<file path="src/rtl/multicycle_chunk_adder_if.sv">
// Bus bundle for the multi-cycle chunk adder: request side (start, operands,
// mode) and result side (busy/done handshake, sum and status flags).
interface multicycle_chunk_adder_if #(
    parameter int WIDTH = 32
);
    logic             start;
    logic [WIDTH-1:0] a;
    logic [WIDTH-1:0] b;
    logic             carryin;
    logic             subtract;
    logic             busy;
    logic             done;
    logic [WIDTH-1:0] sum;
    logic             carryout;
    logic             overflow;
    logic             zero;

    modport master (
        output start, a, b, carryin, subtract,
        input  busy, done, sum, carryout, overflow, zero
    );

    modport slave (
        input  start, a, b, carryin, subtract,
        output busy, done, sum, carryout, overflow, zero
    );
endinterface

</file>
<file path="src/rtl/multicycle_chunk_adder.sv">
// Multi-cycle adder/subtractor: WIDTH-bit operands are summed CHUNK bits per
// clock through a narrow adder, with the carry rippled between chunks in a
// register. Operand registers shift right one chunk per cycle so the adder
// always sees the low chunk; the sum register fills from the top so the
// first chunk lands at bit 0 after the last step. WIDTH must be a multiple
// of CHUNK.
module multicycle_chunk_adder #(
    parameter int WIDTH = 32,
    parameter int CHUNK = 8
) (
    input  logic                    clk,
    input  logic                    reset,
    multicycle_chunk_adder_if.slave bus
);
    localparam int N    = WIDTH / CHUNK;
    localparam int IDXW = (N > 1) ? $clog2(N) : 1;

    typedef enum logic [1:0] {IDLE, RUN, DONE} state_t;

    state_t           state_q, state_d;
    logic [WIDTH-1:0] a_q, a_d;
    logic [WIDTH-1:0] b_q, b_d;
    logic [WIDTH-1:0] sum_q, sum_d;
    logic             carry_q, carry_d;
    logic             cout_q, cout_d;
    logic             ovf_q, ovf_d;
    logic             zero_q, zero_d;
    logic [IDXW-1:0]  idx_q, idx_d;
    logic [CHUNK:0]   chunk_res;
    logic             accept;
    logic             last;

    // One chunk of the ripple: {carry, sum} of two CHUNK-bit slices plus carry.
    function automatic logic [CHUNK:0] chunk_add(input logic [CHUNK-1:0] x,
                                                 input logic [CHUNK-1:0] y,
                                                 input logic             cin);
        return {1'b0, x} + {1'b0, y} + {{CHUNK{1'b0}}, cin};
    endfunction

    // Carry that entered the MSB position, recovered from the MSB sum bit.
    function automatic logic msb_carry_in(input logic x_msb,
                                          input logic y_msb,
                                          input logic s_msb);
        return x_msb ^ y_msb ^ s_msb;
    endfunction

    // Next-state, chunk datapath and flag logic.
    always_comb begin
        state_d   = state_q;
        a_d       = a_q;
        b_d       = b_q;
        sum_d     = sum_q;
        carry_d   = carry_q;
        cout_d    = cout_q;
        ovf_d     = ovf_q;
        zero_d    = zero_q;
        idx_d     = idx_q;
        chunk_res = chunk_add(a_q[CHUNK-1:0], b_q[CHUNK-1:0], carry_q);
        accept    = bus.start && (state_q != RUN);
        last      = (idx_q == IDXW'(N - 1));

        case (state_q)
            IDLE, DONE: begin
                if (accept) begin
                    // Subtraction is a + ~b + 1; carryin only matters for add.
                    a_d     = bus.a;
                    b_d     = bus.subtract ? ~bus.b : bus.b;
                    carry_d = bus.subtract ? 1'b1 : bus.carryin;
                    idx_d   = '0;
                    cout_d  = 1'b0;
                    ovf_d   = 1'b0;
                    zero_d  = 1'b0;
                    state_d = RUN;
                end else begin
                    state_d = IDLE;
                end
            end
            RUN: begin
                a_d     = a_q >> CHUNK;
                b_d     = b_q >> CHUNK;
                carry_d = chunk_res[CHUNK];
                sum_d   = (sum_q >> CHUNK) |
                          (WIDTH'(chunk_res[CHUNK-1:0]) << (WIDTH - CHUNK));
                idx_d   = idx_q + 1'b1;
                if (last) begin
                    cout_d  = chunk_res[CHUNK];
                    ovf_d   = msb_carry_in(a_q[CHUNK-1], b_q[CHUNK-1],
                                           chunk_res[CHUNK-1]) ^ chunk_res[CHUNK];
                    zero_d  = (sum_d == '0);
                    state_d = DONE;
                end
            end
            default: state_d = IDLE;
        endcase
    end

    // Control, result and flag registers; reset aborts any operation in flight.
    always_ff @(posedge clk) begin
        if (reset) begin
            state_q <= IDLE;
            idx_q   <= '0;
            carry_q <= 1'b0;
            sum_q   <= '0;
            cout_q  <= 1'b0;
            ovf_q   <= 1'b0;
            zero_q  <= 1'b0;
        end else begin
            state_q <= state_d;
            idx_q   <= idx_d;
            carry_q <= carry_d;
            sum_q   <= sum_d;
            cout_q  <= cout_d;
            ovf_q   <= ovf_d;
            zero_q  <= zero_d;
        end
    end

    // Operand shift registers; contents are don't-care outside RUN.
    always_ff @(posedge clk) begin
        a_q <= a_d;
        b_q <= b_d;
    end

    assign bus.busy     = (state_q == RUN);
    assign bus.done     = (state_q == DONE);
    assign bus.sum      = sum_q;
    assign bus.carryout = cout_q;
    assign bus.overflow = ovf_q;
    assign bus.zero     = zero_q;
endmodule

</file>
<file path="src/flat_wrapper.sv">
// flat-port wrapper written by rule: the top's interface ports become plain ports
module multicycle_chunk_adder_flat 
#(
    parameter int WIDTH = 32,
    parameter int CHUNK = 8
)
  (clk, reset, bus_start, bus_a, bus_b, bus_carryin, bus_subtract, bus_busy, bus_done, bus_sum, bus_carryout, bus_overflow, bus_zero);
  multicycle_chunk_adder_if #(.WIDTH(WIDTH)) bus_i ();
  input  logic clk;
  input  logic reset;
  input wire logic [$bits(bus_i.start)-1:0] bus_start;
  input wire logic [$bits(bus_i.a)-1:0] bus_a;
  input wire logic [$bits(bus_i.b)-1:0] bus_b;
  input wire logic [$bits(bus_i.carryin)-1:0] bus_carryin;
  input wire logic [$bits(bus_i.subtract)-1:0] bus_subtract;
  output wire logic [$bits(bus_i.busy)-1:0] bus_busy;
  output wire logic [$bits(bus_i.done)-1:0] bus_done;
  output wire logic [$bits(bus_i.sum)-1:0] bus_sum;
  output wire logic [$bits(bus_i.carryout)-1:0] bus_carryout;
  output wire logic [$bits(bus_i.overflow)-1:0] bus_overflow;
  output wire logic [$bits(bus_i.zero)-1:0] bus_zero;
  assign bus_i.start = bus_start;
  assign bus_i.a = bus_a;
  assign bus_i.b = bus_b;
  assign bus_i.carryin = bus_carryin;
  assign bus_i.subtract = bus_subtract;
  assign bus_busy = bus_i.busy;
  assign bus_done = bus_i.done;
  assign bus_sum = bus_i.sum;
  assign bus_carryout = bus_i.carryout;
  assign bus_overflow = bus_i.overflow;
  assign bus_zero = bus_i.zero;
  multicycle_chunk_adder #(.WIDTH(WIDTH), .CHUNK(CHUNK)) u_core (.clk(clk), .reset(reset), .bus(bus_i));
endmodule
</file>
<file path="config.mk">
export PLATFORM = sky130hd
export DESIGN_NAME = multicycle_chunk_adder_flat
export DESIGN_NICKNAME = d
export VERILOG_FILES = /design/src/rtl/multicycle_chunk_adder_if.sv /design/src/rtl/multicycle_chunk_adder.sv /design/src/flat_wrapper.sv
export SDC_FILE = /design/constraint.sdc
export NUM_CORES = 1
export LEC_CHECK = 0
export CAP_MARGIN = 20
export CORE_MARGIN = 5
export CORE_UTILIZATION = 45
export CTS_CLUSTER_SIZE = 25
export DETAILED_ROUTE_END_ITERATION = 12
export PLACE_DENSITY = 0.76
export SETUP_SLACK_MARGIN = 0.3
export SYNTH_ARGS = -nofsm -noshare
export SYNTH_HDL_FRONTEND = slang
export SYNTH_SLANG_ARGS = --single-unit
</file>
<file path="constraint.sdc">
create_clock -name clk -period 2.4 [get_ports clk]
set_input_delay 0.24 -clock clk [delete_from_list [all_inputs] [get_ports clk]]
set_output_delay 0.24 -clock clk [all_outputs]
set_load 0.01 [all_outputs]
</file>
---- Word-level counts from Yosys, hierarchy flattened ----
Cells that the tools add are included.
storage, ports and cells
  ROM bits ................................ 0
  latch bits .............................. 0
  RAM bits ................................ 0
  output and inout bits ................... 37
  memories ................................ 0
  register bits after elaboration ......... 104
cells by class
  magnitude comparators ................... 0
  reductions and logical operators ........ 7
  add/subtract/negate cells ............... 3
  muxes and demuxes ....................... 20
  multipliers ............................. 0
  shift operators ......................... 0
  equal/unequal tests ..................... 6
  bitwise gates (word level) .............. 5
  divide/modulo/power cells ............... 0
operators with widths
  cell                                                                    number
  32-bit one-hot mux with 2 select lines                                  2
  32-bit two-way mux                                                      3
  32-bit zero test                                                        1
  32-bit inverter                                                         1
  24-bit by 32-bit OR with 32-bit output                                  1
  8-bit by 8-bit adder with 9-bit output                                  1
  9-bit by 1-bit adder with 9-bit output                                  1
  1-bit one-hot mux with 2 select lines                                   4
  2-bit one-hot mux with 2 select lines                                   2
  1-bit two-way mux                                                       7
  2-bit by 1-bit != test with 1-bit output (second input constant)        3
  2-bit equality test (second input constant)                             2
  2-bit two-way mux                                                       2
  3-bit AND reduction                                                     1
  1-bit bitwise XOR                                                       3
  2-bit by 1-bit adder with 2-bit output (second input constant)          1
  2-bit by 1-bit equality test with 1-bit output (second input constant)  1
  2-bit zero test                                                         1
  2-bit AND reduction                                                     1
  2-bit nonzero test                                                      1
  2-bit OR reduction                                                      1
  1-bit logical AND                                                       1

---- Longest topological paths before layout ----
  word-level depth ........................ 6
  depth in mapped cells ................... 8
  gate-level depth less buffers ........... 8

---- Worst setup path after synthesis ----
No wires, ideal clock.
  path type ............................... reg2reg
  from .................................... register u_core.b_q[0]
  to ...................................... register u_core.ovf_q, in the netlist u_core.bus.overflow
  path buffers ............................ 0
  arrival time ............................ 2.479 ns
  slack ................................... -0.196 ns
  library setup time ...................... 0.117 ns
  stages on the path, launching flop included .. 9
  required time ........................... 2.283 ns
  cells stage by stage .................... edfxtp_1 -> fa_1 -> fa_1 -> a211oi_2 -> o21bai_1 -> a2111oi_0 -> nor3_1 -> xnor2_1 -> a32o_1
between the ends
  cells in the longest elaborated chain, start to end .. 6
ends and longest elaborated chain
  what                                        RTL line                       text
  start, declared                             multicycle_chunk_adder.sv:22   logic [WIDTH-1:0] b_q, b_d;
  start signal, assigned                      multicycle_chunk_adder.sv:121  b_q <= b_d;
  8-bit by 8-bit adder with 9-bit output (*)  multicycle_chunk_adder.sv:37   return {1'b0, x} + {1'b0, y} + {{CHUNK{1'b0}}, cin};
  9-bit by 1-bit adder with 9-bit output (*)  multicycle_chunk_adder.sv:37
  1-bit bitwise XOR                           multicycle_chunk_adder.sv:44   return x_msb ^ y_msb ^ s_msb;
  1-bit bitwise XOR (*)                       multicycle_chunk_adder.sv:88   chunk_res[CHUNK-1]) ^ chunk_res[CHUNK];
  1-bit two-way mux (*)                       multicycle_chunk_adder.sv:85   if (last) begin
  1-bit one-hot mux with 2 select lines (*)   multicycle_chunk_adder.sv:62   case (state_q)
  end signal, assigned                        multicycle_chunk_adder.sv:113  ovf_q <= ovf_d;
  end, declared                               multicycle_chunk_adder.sv:26   logic ovf_q, ovf_d;
Every way passes the cells marked *; elsewhere a longest branch is shown, timed or not. The select of a mux whose other input is x is not followed.
A chain may end at the register's enable or synchronous reset.

---- Worst setup path after layout ----
  from .................................... register u_core.a_q[0]
  to ...................................... register u_core.zero_q, in the netlist u_core.bus.zero
between the ends
  cells in the longest elaborated chain, start to end .. 6
ends and longest elaborated chain
  what                                    RTL line                       text
  start, declared                         multicycle_chunk_adder.sv:21   logic [WIDTH-1:0] a_q, a_d;
  start signal, assigned                  multicycle_chunk_adder.sv:120  a_q <= a_d;
  8-bit by 8-bit adder with 9-bit output  multicycle_chunk_adder.sv:37
  9-bit by 1-bit adder with 9-bit output  multicycle_chunk_adder.sv:37
  24-bit by 32-bit OR with 32-bit output  multicycle_chunk_adder.sv:82   sum_d = (sum_q >> CHUNK) |
  32-bit zero test                        multicycle_chunk_adder.sv:89   zero_d = (sum_d == '0);
  1-bit two-way mux                       multicycle_chunk_adder.sv:85
  1-bit one-hot mux with 2 select lines   multicycle_chunk_adder.sv:62
  end signal, assigned                    multicycle_chunk_adder.sv:114  zero_q <= zero_d;
  end, declared                           multicycle_chunk_adder.sv:27   logic zero_q, zero_d;
Every way passes these cells. The select of a mux whose other input is x is not followed.

==> flow_summary_export.csv <==
group,metric,value,unit
global_routing,overflow,0,
route,vias_per_cell,4.91,
global_routing,grt_usage,16.1,%
floorplan,die_h,111,um
yosys,synth_nets,557,
timing,maxSlewHeadroom,59.1,%
yosys,post_synth_and_or_nand_nor_area_fraction,19.6,%
power,p_per_area,674,mW/mm^2
floorplan,start_util,45.4,%
placement,dp_hpwl,7160,um
setup_path,reg2reg_to,"u_core.bus.zero",
cells_and_area,seq_area,0.00272,sq mm
clock_network,insertion_delay,0.37,ns
route,wl,9890,um
setup_path,path_class,"reg2reg",
power,ir_drop,389,uV
yosys,synth_compound_area_share,8.46,%
cells_and_area,fin_nets,659,
yosys,post_synth_instance_area,0.00463,sq mm
global_routing,grt_pass1_wl,16300,um
clock_network,cts_hold_buf,0,
timing,hold_violations,0,
global_routing,grt_pass1_vias,3454,
min_path,min_path_cells,2,
run_status,status,"complete, but fails checks",
placement,dp_slack,-0.118,ns
setup_path,end_kind,"flop",
setup_path,r2r-start,"u_core.a_q[0]",
setup_path,crit_chain,"fa_2, fa_2, a211oi_2, buf_4, nor2_4, xnor2_2, nand3_1, or4_1, a21oi_1",
placement,portBuffers,105,
cells_and_area,n_antenna_cell,0,
job,max_cap_viol_count,0,
setup_path,cp_num_buf_inv,1,
route,drt_pre_antenna_iters,5,
global_routing,grt_max_degree,68,
yosys,muxShareOfSynthArea,0,%
yosys,ys_seq_elements,104,
route,wl_per_cell,13.7,um
cells_and_area,design_area,0.00609,sq mm
floorplan,die-area,0.0124,sq mm
timing,fmax,0.398,GHz
setup_path,start_kind,"flop",
min_path,holdPathEnd,"u_core.bus.sum[1]",
yosys,async_flop_share,0,%
yosys,ys.flop_type,"edfxtp_1",
cells_and_area,finish.utilization,59.8,%
clock_network,clk_pin_slew_worst_paths,0.10,ns
floorplan,std_cell_rows,37,
timing,finClkSkew,0.0162,ns
setup_path,r2r_slack,-0.11,ns
timing,slew_viol_final,0,
route,drt_iter0_drc,231,
setup_path,cp.arrival,2.79,ns
timing,finalCriticalPeriod,2.51,ns
clock_network,numCtsBuffers,9,
route,drt_drc_violations_left,0,
yosys,synth_fa_ha_area_share,3.03,%
clock_network,clock_path_buffers,2,
yosys,synth_top_family_by_area,"simple AND/OR/NAND/NOR gates",
floorplan,io_pins,106,
clock_network,cts_tree,"done",
setup_path,path_depth,9,
setup_path,crit_path_max_incr_delay,0.42,ns
route,vias,3541,
min_path,worstHoldStart,"u_core.bus.sum[1]",
yosys,ys_types,32,
timing,setup_viol,4,
min_path,hold_class,"reg2reg",
yosys,synth_edf_count,64,
yosys,yosysSeqAreaShare,58.8,%
run_status,failed_checks,"setup timing",
power,power,4.11,mW
placement,gp_congestion,0.836,
clock_network,cts.htree.levels,3,
setup_path,reg2regPathDepth,9,
yosys,avgSynthCellArea,9.68,sq um
cells_and_area,fin_cells,721,
setup_path,crit_family,"adder cells",
timing,setup_slack,-0.111,ns
clock_network,cts_num_sinks,104,
timing,worst_pin_slew,0.614,ns
placement,place_area,0.00584,sq mm
floorplan,coreArea,0.0102,sq mm
setup_path,cpMostUsedCell,"fa_2",
timing,min_period_over_period,105,%
cells_and_area,synthToLayoutAreaGrowth,31.7,%
yosys,synth_cells,478,
route,ant_nets,0,
global_routing,antenna_found_initial,0,
setup_path,required,2.68,ns
placement,place_inst,702,
clock_network,root_buffer,"clkbuf_8",
power,power.leakage,2.20,nW
setup_path,critPathSlowestCell,"or4_1",
yosys,ys_warn_count,0,
setup_path,crit_fanout,2,
yosys,synthXorXnorAreaFrac,7.38,%
cells_and_area,n_fill_cell,867,
cells_and_area,multi_input_area,0.00183,sq mm
floorplan,fp.dieW,111,um
timing,rsz0062_at_grt,"true",
cells_and_area,drive_above_1_share,7.52,%
## registers in the layout, summed over array words and instances, names as in the netlist
| signal | flops |
|---|---|
| u_core.a_q | 32 |
| u_core.b_q | 32 |
| u_core.bus.sum | 32 |
| u_core.idx_q | 2 |
| u_core.state_q | 2 |
| u_core.bus.carryout | 1 |
| u_core.bus.overflow | 1 |
| u_core.bus.zero | 1 |
| u_core.carry_q | 1 |
## layout by cell type (no fill, tap or decap), drive strengths merged
cell	count
clkbuf	10
edfxtp	64
clkinv	3
nand3	7
or4	1
fa	2
o21bai	2
inv	6
nand2	161
nand4	1
dfxtp	40
o21ai	30
and2	10
a31oi	1
nor2b	2
nor2	24
clkinvlp	1
a211oi	2
clkdlybuf4s50	104
ha	8
buf	15
a32o	1
xnor2	39
a21oi	34
a2111oi	1
a22oi	1
nor3	5
nor4	7
nand2b	3
## power breakdown
part           internal, mW  switching (mW)  total (mW)
combinational         0.447           0.452       0.899
clock                 0.394           0.618        1.01
sequential             2.11          0.0807        2.19
total                  2.96            1.15        4.11
## logic make-up (layout without fill, tap and decap cells)
kind of cell,count (synthesis),in the layout
adder cells (fa/ha/maj),10,10
AO/OA/AOI/OAI,72,72
buffers and inverters,32,139
flip-flops,104,104
AND/OR/NAND/NOR,221,221
XOR/XNOR,39,39
## per-layer routing
metal,vias up,wire [um],track usage (%)
met5,-,0,0
met2,113,4900,26.6
li1,1807,-,-
met1,1609,4200,20.1
met4,0,144,5.76
met3,12,652,4.73
## how the worst max path moves through the flow
stage / endpoint / slack [ns] / from
3_5_place_dp: u_core.bus.overflow / -0.12 / u_core.a_q[0]
5_1_grt: u_core.bus.zero / -0.27 / u_core.a_q[0]
2_1_floorplan: u_core.bus.overflow / 0.02 / u_core.a_q[0]
3_3_place_gp: u_core.bus.overflow / -0.05 / u_core.a_q[0]
4_1_cts: u_core.bus.zero / -0.06 / u_core.a_q[0]
6_report: u_core.bus.zero / -0.11 / u_core.a_q[0]
## timing repair
action / 4_1_cts / 5_1_grt
setup buffers: 2 / 1
setup endpoints to repair: 6 / 7
pin swaps: 4 / 1
hold endpoints to repair: 0 / 0
resized for setup: 7 / 5
## cell type report
cell class | instances | area share (%)
flip-flops and latches | 104 | 44.7
multi-input cells | 342 | 30.0
repair buffers | 119 | 19.3
well taps | 136 | 2.79
clock buffers | 10 | 2.09
clock inverters | 6 | 0.822
inverters | 4 | 0.329
## tightest hold or removal path: stages (launching register included)
cell	delay, ns
dfxtp_1	0.32
nand2_1	0.05
a21oi_1	0.05
## metrics by stage
stage / setup TNS, ns / hold WS (ns)
after floorplan: 0 / 0.323
after global placement: -0.130 / 0.441
after detailed placement: -0.377 / 0.451
after CTS: -0.129 / 0.453
after global routing: -0.907 / 0.489
final: -0.237 / 0.464
## cell usage after synthesis, drive strengths merged (5+ instances only)
master | instances | share of area (%)
o21ai | 30 | 3.2
nor2 | 24 | 1.9
and2 | 10 | 1.4
nor3 | 5 | 0.54
xnor2 | 39 | 7.4
a21oi | 34 | 3.8
nor4 | 7 | 0.95
buf | 7 | 0.68
nand3 | 7 | 0.76
ha | 8 | 2.2
dfxtp | 40 | 17
edfxtp | 64 | 42
clkbuf | 21 | 1.7
nand2 | 161 | 13
No activity file was read; power rests on OpenSTA's default activity.
